`config.mk`:
```
export PLATFORM = sky130hd
export DESIGN_NAME = core_l1d_req_router_flat
export DESIGN_NICKNAME = d
export VERILOG_FILES = /design/src/rtl/core_l1d_req_router_pkg.sv /design/src/rtl/core_l1d_req_router_if.sv /design/src/rtl/core_l1d_req_router_tmo_cnt.sv /design/src/rtl/core_l1d_req_router.sv /design/src/flat_wrapper.sv
export SDC_FILE = /design/constraint.sdc
export NUM_CORES = 1
export LEC_CHECK = 0
export CAP_MARGIN = 20
export CORE_AREA = 2 2 147 149
export CTS_CLUSTER_DIAMETER = 200
export DETAILED_ROUTE_END_ITERATION = 8
export DIE_AREA = 0 0 149 151
export GPL_ROUTABILITY_DRIVEN = 0
export PLACE_DENSITY = 0.65
export RECOVER_POWER = 50
export SYNTH_ARGS = -nofsm -noshare
export SYNTH_HDL_FRONTEND = slang
export SYNTH_HIERARCHICAL = 1
export SYNTH_SLANG_ARGS = --single-unit
```
`constraint.sdc`:
```
create_clock -name clk -period 1.84 [get_ports clk]
set_input_delay 0.46 -clock clk [delete_from_list [all_inputs] [get_ports clk]]
set_output_delay 0.46 -clock clk [all_outputs]
set_load 0.05 [all_outputs]
```
`src/rtl/core_l1d_req_router_pkg.sv`:
```
// Shared constants, FSM state type and alignment helper for the L1D request router.
package core_l1d_pkg;

  localparam logic [2:0] COP_RD = 3'd0;
  localparam logic [2:0] COP_WR = 3'd1;

  localparam logic [2:0] SIZE_B = 3'd0;
  localparam logic [2:0] SIZE_H = 3'd1;
  localparam logic [2:0] SIZE_W = 3'd2;

  typedef enum logic [1:0] {IDLE, L1D_REQ, NC_REQ, RESP} state_t;

  function automatic logic misaligned(input logic [31:0] addr, input logic [2:0] size);
    logic bad;
    bad = (size > SIZE_W) ||
          ((size == SIZE_W) && ((addr & 32'd3) != 32'd0)) ||
          ((size == SIZE_H) && ((addr & 32'd1) != 32'd0));
    return bad;
  endfunction

endpackage

```
`src/rtl/core_l1d_req_router_if.sv`:
```
// Core-side and memory-side handshake bundle of the L1D request router.
// slave = router view, master = core + downstream environment view.
interface core_l1d_req_router_if;
  logic        core_req_val;
  logic [31:0] core_req_addr;
  logic [2:0]  core_req_cop;
  logic [31:0] core_req_wdata;
  logic [2:0]  core_req_size;
  logic        core_ack;
  logic [31:0] core_rdata;
  logic        core_err;

  logic        l1d_req_val;
  logic [31:0] l1d_req_addr;
  logic [2:0]  l1d_req_cop;
  logic [31:0] l1d_req_wdata;
  logic [2:0]  l1d_req_size;
  logic        l1d_ack;
  logic [31:0] l1d_rdata;

  logic        nc_req_val;
  logic [31:0] nc_req_addr;
  logic [2:0]  nc_req_cop;
  logic [31:0] nc_req_wdata;
  logic [2:0]  nc_req_size;
  logic        nc_ack;
  logic [31:0] nc_rdata;

  modport slave (
    input  core_req_val, core_req_addr, core_req_cop, core_req_wdata, core_req_size,
    output core_ack, core_rdata, core_err,
    output l1d_req_val, l1d_req_addr, l1d_req_cop, l1d_req_wdata, l1d_req_size,
    input  l1d_ack, l1d_rdata,
    output nc_req_val, nc_req_addr, nc_req_cop, nc_req_wdata, nc_req_size,
    input  nc_ack, nc_rdata
  );

  modport master (
    output core_req_val, core_req_addr, core_req_cop, core_req_wdata, core_req_size,
    input  core_ack, core_rdata, core_err,
    input  l1d_req_val, l1d_req_addr, l1d_req_cop, l1d_req_wdata, l1d_req_size,
    output l1d_ack, l1d_rdata,
    input  nc_req_val, nc_req_addr, nc_req_cop, nc_req_wdata, nc_req_size,
    output nc_ack, nc_rdata
  );
endinterface

```
`src/rtl/core_l1d_req_router_tmo_cnt.sv`:
```
// Watchdog for a pending downstream request; expired flags the cycle whose
// increment would bring the count to all-ones.
module core_l1d_tmo_cnt #(
  parameter int W = 8
) (
  input  logic clk,
  input  logic rst_n,
  input  logic clr,
  input  logic en,
  output logic expired
);

  logic [W-1:0] cnt;

  always_ff @(posedge clk) begin
    if (!rst_n || clr) cnt <= '0;
    else if (en)       cnt <= cnt + 1'b1;
  end

  assign expired = en && (cnt == {{(W-1){1'b1}}, 1'b0});

endmodule

```
`src/rtl/core_l1d_req_router.sv`:
```
// Routes one core load/store to L1D or the non-cacheable path and returns its completion.
// Optional macro CORE_L1D_ALIGN_CHK_EN: reject misaligned requests with core_err, no downstream access.
module core_l1d_req_router
  import core_l1d_pkg::*;
#(
  parameter int TMO_W = 8
) (
  input  logic                  clk,
  input  logic                  rst_n,
  input  logic [31:0]           csr_nc_base,
  input  logic [31:0]           csr_nc_mask,
  core_l1d_req_router_if.slave  bus
);

  state_t      state;
  logic [31:0] req_addr, req_wdata, rdata_q;
  logic [2:0]  req_cop, req_size;
  logic        req_bad, l1d_val_q, nc_val_q, ack_q, err_q;
  logic        in_req, in_nc, in_bad, sel_ack, tmo_exp;
  logic [31:0] sel_rdata;

  assign in_req    = (state == L1D_REQ) || (state == NC_REQ);
  assign in_nc     = ((bus.core_req_addr ^ csr_nc_base) & csr_nc_mask) == 32'd0;
  assign sel_ack   = (state == NC_REQ) ? bus.nc_ack   : bus.l1d_ack;
  assign sel_rdata = (state == NC_REQ) ? bus.nc_rdata : bus.l1d_rdata;

`ifdef CORE_L1D_ALIGN_CHK_EN
  assign in_bad = misaligned(bus.core_req_addr, bus.core_req_size);
`else
  assign in_bad = 1'b0;
`endif

  core_l1d_tmo_cnt #(.W(TMO_W)) u_tmo (
    .clk     (clk),
    .rst_n   (rst_n),
    .clr     (!in_req),
    .en      (in_req),
    .expired (tmo_exp)
  );

  always_ff @(posedge clk) begin
    if (!rst_n) begin
      state     <= IDLE;
      req_addr  <= '0;
      req_wdata <= '0;
      req_cop   <= '0;
      req_size  <= '0;
      req_bad   <= 1'b0;
      l1d_val_q <= 1'b0;
      nc_val_q  <= 1'b0;
      ack_q     <= 1'b0;
      err_q     <= 1'b0;
      rdata_q   <= '0;
    end else begin
      case (state)
        IDLE: begin
          ack_q <= 1'b0;
          if (bus.core_req_val) begin
            req_addr  <= bus.core_req_addr;
            req_wdata <= bus.core_req_wdata;
            req_cop   <= bus.core_req_cop;
            req_size  <= bus.core_req_size;
            req_bad   <= in_bad;
            // Rejected requests pass through L1D_REQ with no valid so the
            // error completion keeps the same two-cycle latency.
            if (in_bad) begin
              state <= L1D_REQ;
            end else if (in_nc) begin
              state    <= NC_REQ;
              nc_val_q <= 1'b1;
            end else begin
              state     <= L1D_REQ;
              l1d_val_q <= 1'b1;
            end
          end
        end
        L1D_REQ, NC_REQ: begin
          if (req_bad || sel_ack || tmo_exp) begin
            l1d_val_q <= 1'b0;
            nc_val_q  <= 1'b0;
            ack_q     <= 1'b1;
            state     <= RESP;
            if (!req_bad && sel_ack) begin
              rdata_q <= sel_rdata;
              err_q   <= 1'b0;
            end else begin
              rdata_q <= '0;
              err_q   <= 1'b1;
            end
          end
        end
        RESP: begin
          ack_q <= 1'b0;
          state <= IDLE;
        end
        default: state <= IDLE;
      endcase
    end
  end

  assign bus.l1d_req_val   = l1d_val_q;
  assign bus.l1d_req_addr  = req_addr;
  assign bus.l1d_req_cop   = req_cop;
  assign bus.l1d_req_wdata = req_wdata;
  assign bus.l1d_req_size  = req_size;

  assign bus.nc_req_val    = nc_val_q;
  assign bus.nc_req_addr   = req_addr;
  assign bus.nc_req_cop    = req_cop;
  assign bus.nc_req_wdata  = req_wdata;
  assign bus.nc_req_size   = req_size;

  assign bus.core_ack      = ack_q;
  assign bus.core_rdata    = rdata_q;
  assign bus.core_err      = err_q;

endmodule
```
`src/flat_wrapper.sv`:
```
// flat-port wrapper written by rule: the top's interface ports become plain ports
module core_l1d_req_router_flat import core_l1d_pkg::*;
#(
  parameter int TMO_W = 8
)
  (clk, rst_n, csr_nc_base, csr_nc_mask, bus_core_req_val, bus_core_req_addr, bus_core_req_cop, bus_core_req_wdata, bus_core_req_size, bus_core_ack, bus_core_rdata, bus_core_err, bus_l1d_req_val, bus_l1d_req_addr, bus_l1d_req_cop, bus_l1d_req_wdata, bus_l1d_req_size, bus_l1d_ack, bus_l1d_rdata, bus_nc_req_val, bus_nc_req_addr, bus_nc_req_cop, bus_nc_req_wdata, bus_nc_req_size, bus_nc_ack, bus_nc_rdata);
  core_l1d_req_router_if bus_i ();
  input  logic clk;
  input  logic rst_n;
  input  logic [31:0] csr_nc_base;
  input  logic [31:0] csr_nc_mask;
  input wire logic [$bits(bus_i.core_req_val)-1:0] bus_core_req_val;
  input wire logic [$bits(bus_i.core_req_addr)-1:0] bus_core_req_addr;
  input wire logic [$bits(bus_i.core_req_cop)-1:0] bus_core_req_cop;
  input wire logic [$bits(bus_i.core_req_wdata)-1:0] bus_core_req_wdata;
  input wire logic [$bits(bus_i.core_req_size)-1:0] bus_core_req_size;
  output wire logic [$bits(bus_i.core_ack)-1:0] bus_core_ack;
  output wire logic [$bits(bus_i.core_rdata)-1:0] bus_core_rdata;
  output wire logic [$bits(bus_i.core_err)-1:0] bus_core_err;
  output wire logic [$bits(bus_i.l1d_req_val)-1:0] bus_l1d_req_val;
  output wire logic [$bits(bus_i.l1d_req_addr)-1:0] bus_l1d_req_addr;
  output wire logic [$bits(bus_i.l1d_req_cop)-1:0] bus_l1d_req_cop;
  output wire logic [$bits(bus_i.l1d_req_wdata)-1:0] bus_l1d_req_wdata;
  output wire logic [$bits(bus_i.l1d_req_size)-1:0] bus_l1d_req_size;
  input wire logic [$bits(bus_i.l1d_ack)-1:0] bus_l1d_ack;
  input wire logic [$bits(bus_i.l1d_rdata)-1:0] bus_l1d_rdata;
  output wire logic [$bits(bus_i.nc_req_val)-1:0] bus_nc_req_val;
  output wire logic [$bits(bus_i.nc_req_addr)-1:0] bus_nc_req_addr;
  output wire logic [$bits(bus_i.nc_req_cop)-1:0] bus_nc_req_cop;
  output wire logic [$bits(bus_i.nc_req_wdata)-1:0] bus_nc_req_wdata;
  output wire logic [$bits(bus_i.nc_req_size)-1:0] bus_nc_req_size;
  input wire logic [$bits(bus_i.nc_ack)-1:0] bus_nc_ack;
  input wire logic [$bits(bus_i.nc_rdata)-1:0] bus_nc_rdata;
  assign bus_i.core_req_val = bus_core_req_val;
  assign bus_i.core_req_addr = bus_core_req_addr;
  assign bus_i.core_req_cop = bus_core_req_cop;
  assign bus_i.core_req_wdata = bus_core_req_wdata;
  assign bus_i.core_req_size = bus_core_req_size;
  assign bus_core_ack = bus_i.core_ack;
  assign bus_core_rdata = bus_i.core_rdata;
  assign bus_core_err = bus_i.core_err;
  assign bus_l1d_req_val = bus_i.l1d_req_val;
  assign bus_l1d_req_addr = bus_i.l1d_req_addr;
  assign bus_l1d_req_cop = bus_i.l1d_req_cop;
  assign bus_l1d_req_wdata = bus_i.l1d_req_wdata;
  assign bus_l1d_req_size = bus_i.l1d_req_size;
  assign bus_i.l1d_ack = bus_l1d_ack;
  assign bus_i.l1d_rdata = bus_l1d_rdata;
  assign bus_nc_req_val = bus_i.nc_req_val;
  assign bus_nc_req_addr = bus_i.nc_req_addr;
  assign bus_nc_req_cop = bus_i.nc_req_cop;
  assign bus_nc_req_wdata = bus_i.nc_req_wdata;
  assign bus_nc_req_size = bus_i.nc_req_size;
  assign bus_i.nc_ack = bus_nc_ack;
  assign bus_i.nc_rdata = bus_nc_rdata;
  core_l1d_req_router #(.TMO_W(TMO_W)) u_core (.clk(clk), .rst_n(rst_n), .csr_nc_base(csr_nc_base), .csr_nc_mask(csr_nc_mask), .bus(bus_i));
endmodule
```
==> impl_table.tex, run 1 <==
\begin{tabular}{lr}
\hline
Metric & Value \\
\hline
\multicolumn{2}{l}{\textbf{Critical path}} \\
Capture point of the worst path & u\_core/bus.nc\_req\_val \\
Master of the slowest instance on the critical path & clkdlybuf4s50\_1 \\
Origin of the critical flop-to-flop path & u\_core/state[1] \\
Startpoint-to-endpoint class of the critical path & input pin to register \\
Critical path origin & csr\_nc\_base[1] \\
Endpoint arrival time on the critical path & 2.14 ns \\
Delay contributed by the slowest stage of the critical path & 0.42 ns \\
Required time of the critical path & 2.14 ns \\
Crit start category & input pin \\
CP Cell Sequence & clkdlybuf4s50\_1 -> xor2\_1 -> a22oi\_1 -> nand4\_2 -> nor3\_4 -> a21oi\_2 -> a41o\_1 -> o21a\_1 \\
Worst reg-to-reg setup slack & 0.08 ns \\
Crit Path Max Fanout & 2 \\
Worst Reg-to-Reg Cells & 9 \\
Worst flop-to-flop path endpoint & u\_core/bus.core\_rdata[5] \\
Type of destination of the critical path & register \\
\multicolumn{2}{l}{\textbf{Placed design}} \\
Detailed Place HPWL & 16000 um \\
Number of buffers inserted by port buffering & 378 \\
\multicolumn{2}{l}{\textbf{Yosys}} \\
Synth Instances & 649 \\
Post-synthesis register bit count & 116 \\
Top FF cell, synth & dfxtp\_1 \\
Net count after synthesis & 856 \\
Number of enable-type register cells in the synthesized netlist & 0 \\
Post-Synthesis Cell Area & 0.00549 sq mm \\
Yosys Warn Count & 6 \\
Proportion of synthesized flip-flops having asynchronous set or reset & 0 \\
Mean cell area of the mapped netlist & 8.47 sq um \\
Sequential fraction of the synthesis area & 0.423 \\
Number of distinct library cell variants in the gate-level netlist after synthesis & 39 \\
\multicolumn{2}{l}{\textbf{Detailed routing}} \\
DRC violation count after routing & 0 \\
Drt via density & 4.41 \\
Overall via count from detail\_route & 5592 \\
Sum of routed wire length over all layers & 20700 um \\
Total iterations of the first detailed-routing run & 4 \\
Final routed wire length divided by cell count & 16.4 um \\
Post-detailed-route count of antenna-violating nets & 0 \\
Iter 0 DRT Violations & 259 \\
\multicolumn{2}{l}{\textbf{Global routing}} \\
Overflow left after global routing & 0 \\
First-pass GRT wire length & 29600 um \\
Antenna violations before repair & 0 \\
Largest net degree at the start of global routing & 39 \\
Total routing resource utilization after global routing & 0.173 \\
Via count of the first global-routing pass & 5198 \\
\multicolumn{2}{l}{\textbf{Die}} \\
Initial core utilization & 0.264 \\
Site row count & 53 \\
Die span in x & 149 um \\
Die outline area & 0.0225 sq mm \\
Number of top-level pins & 379 \\
Die boundary height & 151 um \\
Floorplan core area & 0.0208 sq mm \\
\multicolumn{2}{l}{\textbf{Timing}} \\
Final Max Tran Viols & 0 \\
Post-layout minimum cycle time & 1.84 ns \\
Total of endpoints with negative setup slack in the final report & 1 \\
Unrepaired setup endpoints after global routing & true \\
Part of the cycle the worst path needs & 1.00 \\
PnR worst setup slack & -0.00453 ns \\
Final hold violation count & 0 \\
Setup clock skew after layout & 0.00781 ns \\
Final total negative setup slack & -0.00453 ns \\
Slew at the pin closest to its max-slew limit & 0.400 ns \\
Top achievable clock speed & 0.542 GHz \\
Relative slew slack & 0.733 \\
\multicolumn{2}{l}{\textbf{Status}} \\
Violated checks & negative setup slack \\
Result of the run & complete, but fails checks \\
\multicolumn{2}{l}{\textbf{Clock tree}} \\
Root buffer selected by CTS & clkbuf\_16 \\
CTS tree & done \\
\# clock sinks & 116 \\
Clock edge transition at the registers on the reported setup and hold paths & 0.06 ns \\
Number of buffers inserted during clock tree synthesis & 17 \\
Max Buffers Root-to-Sink & 2 \\
CTS H-tree depth & 4 \\
Clock latency of the later-clocked register in the worst-skew pair & 0.41 ns \\
\multicolumn{2}{l}{\textbf{Pwr}} \\
Power density relative to cell area & 1470 mW/mm\^{}2 \\
Worst IR drop on VDD & 0.000705 V \\
Leakage power figure & 4.24 nW \\
Total power & 0.0143 W \\
\multicolumn{2}{l}{\textbf{Layout}} \\
\# diodes & 0 \\
Leading cell types in the layout, fill and taps excluded & buf\_4 (208), clkdlybuf4s50\_1 (167), nand2\_1 (144), dfxtp\_1 (114), a21oi\_1 (75) \\
Fraction of final layout cells with drive strength greater than 1 & 0.334 \\
Area growth from synthesis to layout & 77.1\% \\
Most common cell after layout, fill and taps aside & buf\_4 \\
Number of nets in the layout & 1188 \\
Filler instances & 2029 \\
\multicolumn{2}{l}{\textbf{Worst hold path}} \\
Hold crit path type & input pin to register \\
\multicolumn{2}{l}{\textbf{Flow run}} \\
Maximum capacitance violations & 0 \\
\hline
\end{tabular}
==> stage by stage <==
stage	util	hold slack (ns)	instance area, sq um	setup slack, ns	cells
after global routing	0.467	0.345	9730	-0.0427	1267
final	0.467	0.346	9730	-0.00453	1267
after CTS	0.459	0.447	9560	0.00296	1266
after detailed placement	0.431	0.466	8980	-0.642	1235
after floorplan	-	0.446	5510	0.00676	649
after global placement	0.431	0.456	8980	-0.636	1235
==> per-layer routing <==
layer / vias to the layer above / track usage / part of all wire
met5: - / 0 / 0
met4: 0 / 0.0457 / 0.011
met3: 14 / 0.0389 / 0.064
met2: 199 / 0.306 / 0.52
met1: 2603 / 0.214 / 0.40
li1: 2776 / - / -
==> cell usage after synthesis, types with 3 or more instances <==
cell | instances | area share
nand2_1 | 147 | 0.10
dfxtp_1 | 116 | 0.42
a21oi_1 | 75 | 0.068
buf_4 | 71 | 0.097
nor2_1 | 40 | 0.027
a22oi_1 | 39 | 0.053
xor2_1 | 35 | 0.056
clkbuf_1 | 32 | 0.022
mux2_2 | 32 | 0.066
buf_2 | 5 | 0.0046
inv_1 | 5 | 0.0034
ha_1 | 4 | 0.0091
nand2b_1 | 4 | 0.0046
nand4_1 | 4 | 0.0046
o21ai_0 | 4 | 0.0036
a22oi_2 | 3 | 0.0068
nand4_2 | 3 | 0.0068
nor3_1 | 3 | 0.0027
or3_1 | 3 | 0.0034
==> repair_timing <==
item / CTS / global route
resized for setup: 25 / 49
hold buffers: 0 / 0
endpoints found under the hold margin: 0 / 0
setup endpoints to repair: 5 / 36
pin swaps: 14 / 29
setup buffers: 1 / 1
==> worst min-delay path by stage <==
| stage | end | from | cells after the start | slack (ns) |
|---|---|---|---|---|
| 2_1_floorplan | u_core/state[0] | u_core/state[0] | 2 | 0.45 |
| 3_3_place_gp | u_core/state[0] | u_core/state[0] | 2 | 0.46 |
| 3_5_place_dp | u_core/bus.l1d_req_wdata[7] | u_core/bus.l1d_req_wdata[7] | 2 | 0.47 |
| 4_1_cts | u_core/bus.l1d_req_addr[24] | bus_core_req_addr[24] | 3 | 0.45 |
| 5_1_grt | u_core/bus.l1d_req_addr[20] | bus_core_req_addr[20] | 3 | 0.35 |
| 6_report | u_core/bus.l1d_req_addr[19] | bus_core_req_addr[19] | 3 | 0.35 |
==> critical path: cells and delay by family <==
family / cells / cell delay (ns)
simple gates: 2 / 0.44
buf+inv: 1 / 0.42
xor+xnor: 1 / 0.16
compound gates: 4 / 0.66
==> report_power, final <==
| group | total [W] | switching [W] | internal, W |
|---|---|---|---|
| Clock | 0.00313 | 0.00114 | 0.00199 |
| Sequential | 0.00350 | 0.000434 | 0.00307 |
| Combinational | 0.00771 | 0.00493 | 0.00278 |
==> flip-flops by register name, summed over array words and instances (netlist names) <==
register,count
u_core/bus.nc_req_val,1
u_core/bus.core_ack,1
u_core/bus.l1d_req_val,1
u_core/bus.l1d_req_addr,32
u_core/bus.l1d_req_cop,3
u_core/state,2
u_core/bus.core_err,1
u_core/u_tmo/cnt,8
u_core/bus.l1d_req_size,3
u_core/bus.core_rdata,32
u_core/bus.l1d_req_wdata,32
==> kinds of logic (layout without fill, tap and decap cells) <==
kind of cell	after synthesis	in the layout	synth area share
and+or+nand+nor	209	209	0.157
buffers and inverters	115	458	0.128
xor gates and xnor gates	36	36	0.0574
AOI/OAI and AO/OA	136	136	0.158
DFF	116	116	0.423
adders and majority gates	4	4	0.00911
muxes	33	33	0.0674
==> final cells by class <==
type                       count  area, sq um  area share
inverter                       6         26.3     0.00270
sequential                   116         2330       0.239
multi-input combinational    418         2660       0.273
clock inverter                11          113      0.0116
timing repair buffer         422         3820       0.393
clock buffer                  19          443      0.0455
tap                          275          344      0.0354
Note: power is estimated with default switching activity, not from simulation.
==> run 2: changes to the inputs <==
--- a/config.mk
+++ b/config.mk
@@ -7,7 +7,6 @@
 export LEC_CHECK = 0
 export CAP_MARGIN = 20
 export CORE_AREA = 2 2 147 149
-export CTS_CLUSTER_DIAMETER = 200
 export DETAILED_ROUTE_END_ITERATION = 8
 export DIE_AREA = 0 0 149 151
 export GPL_ROUTABILITY_DRIVEN = 0
==> results of run 2 <==
Final layout, timing and power as in run 1 (identical DEF).
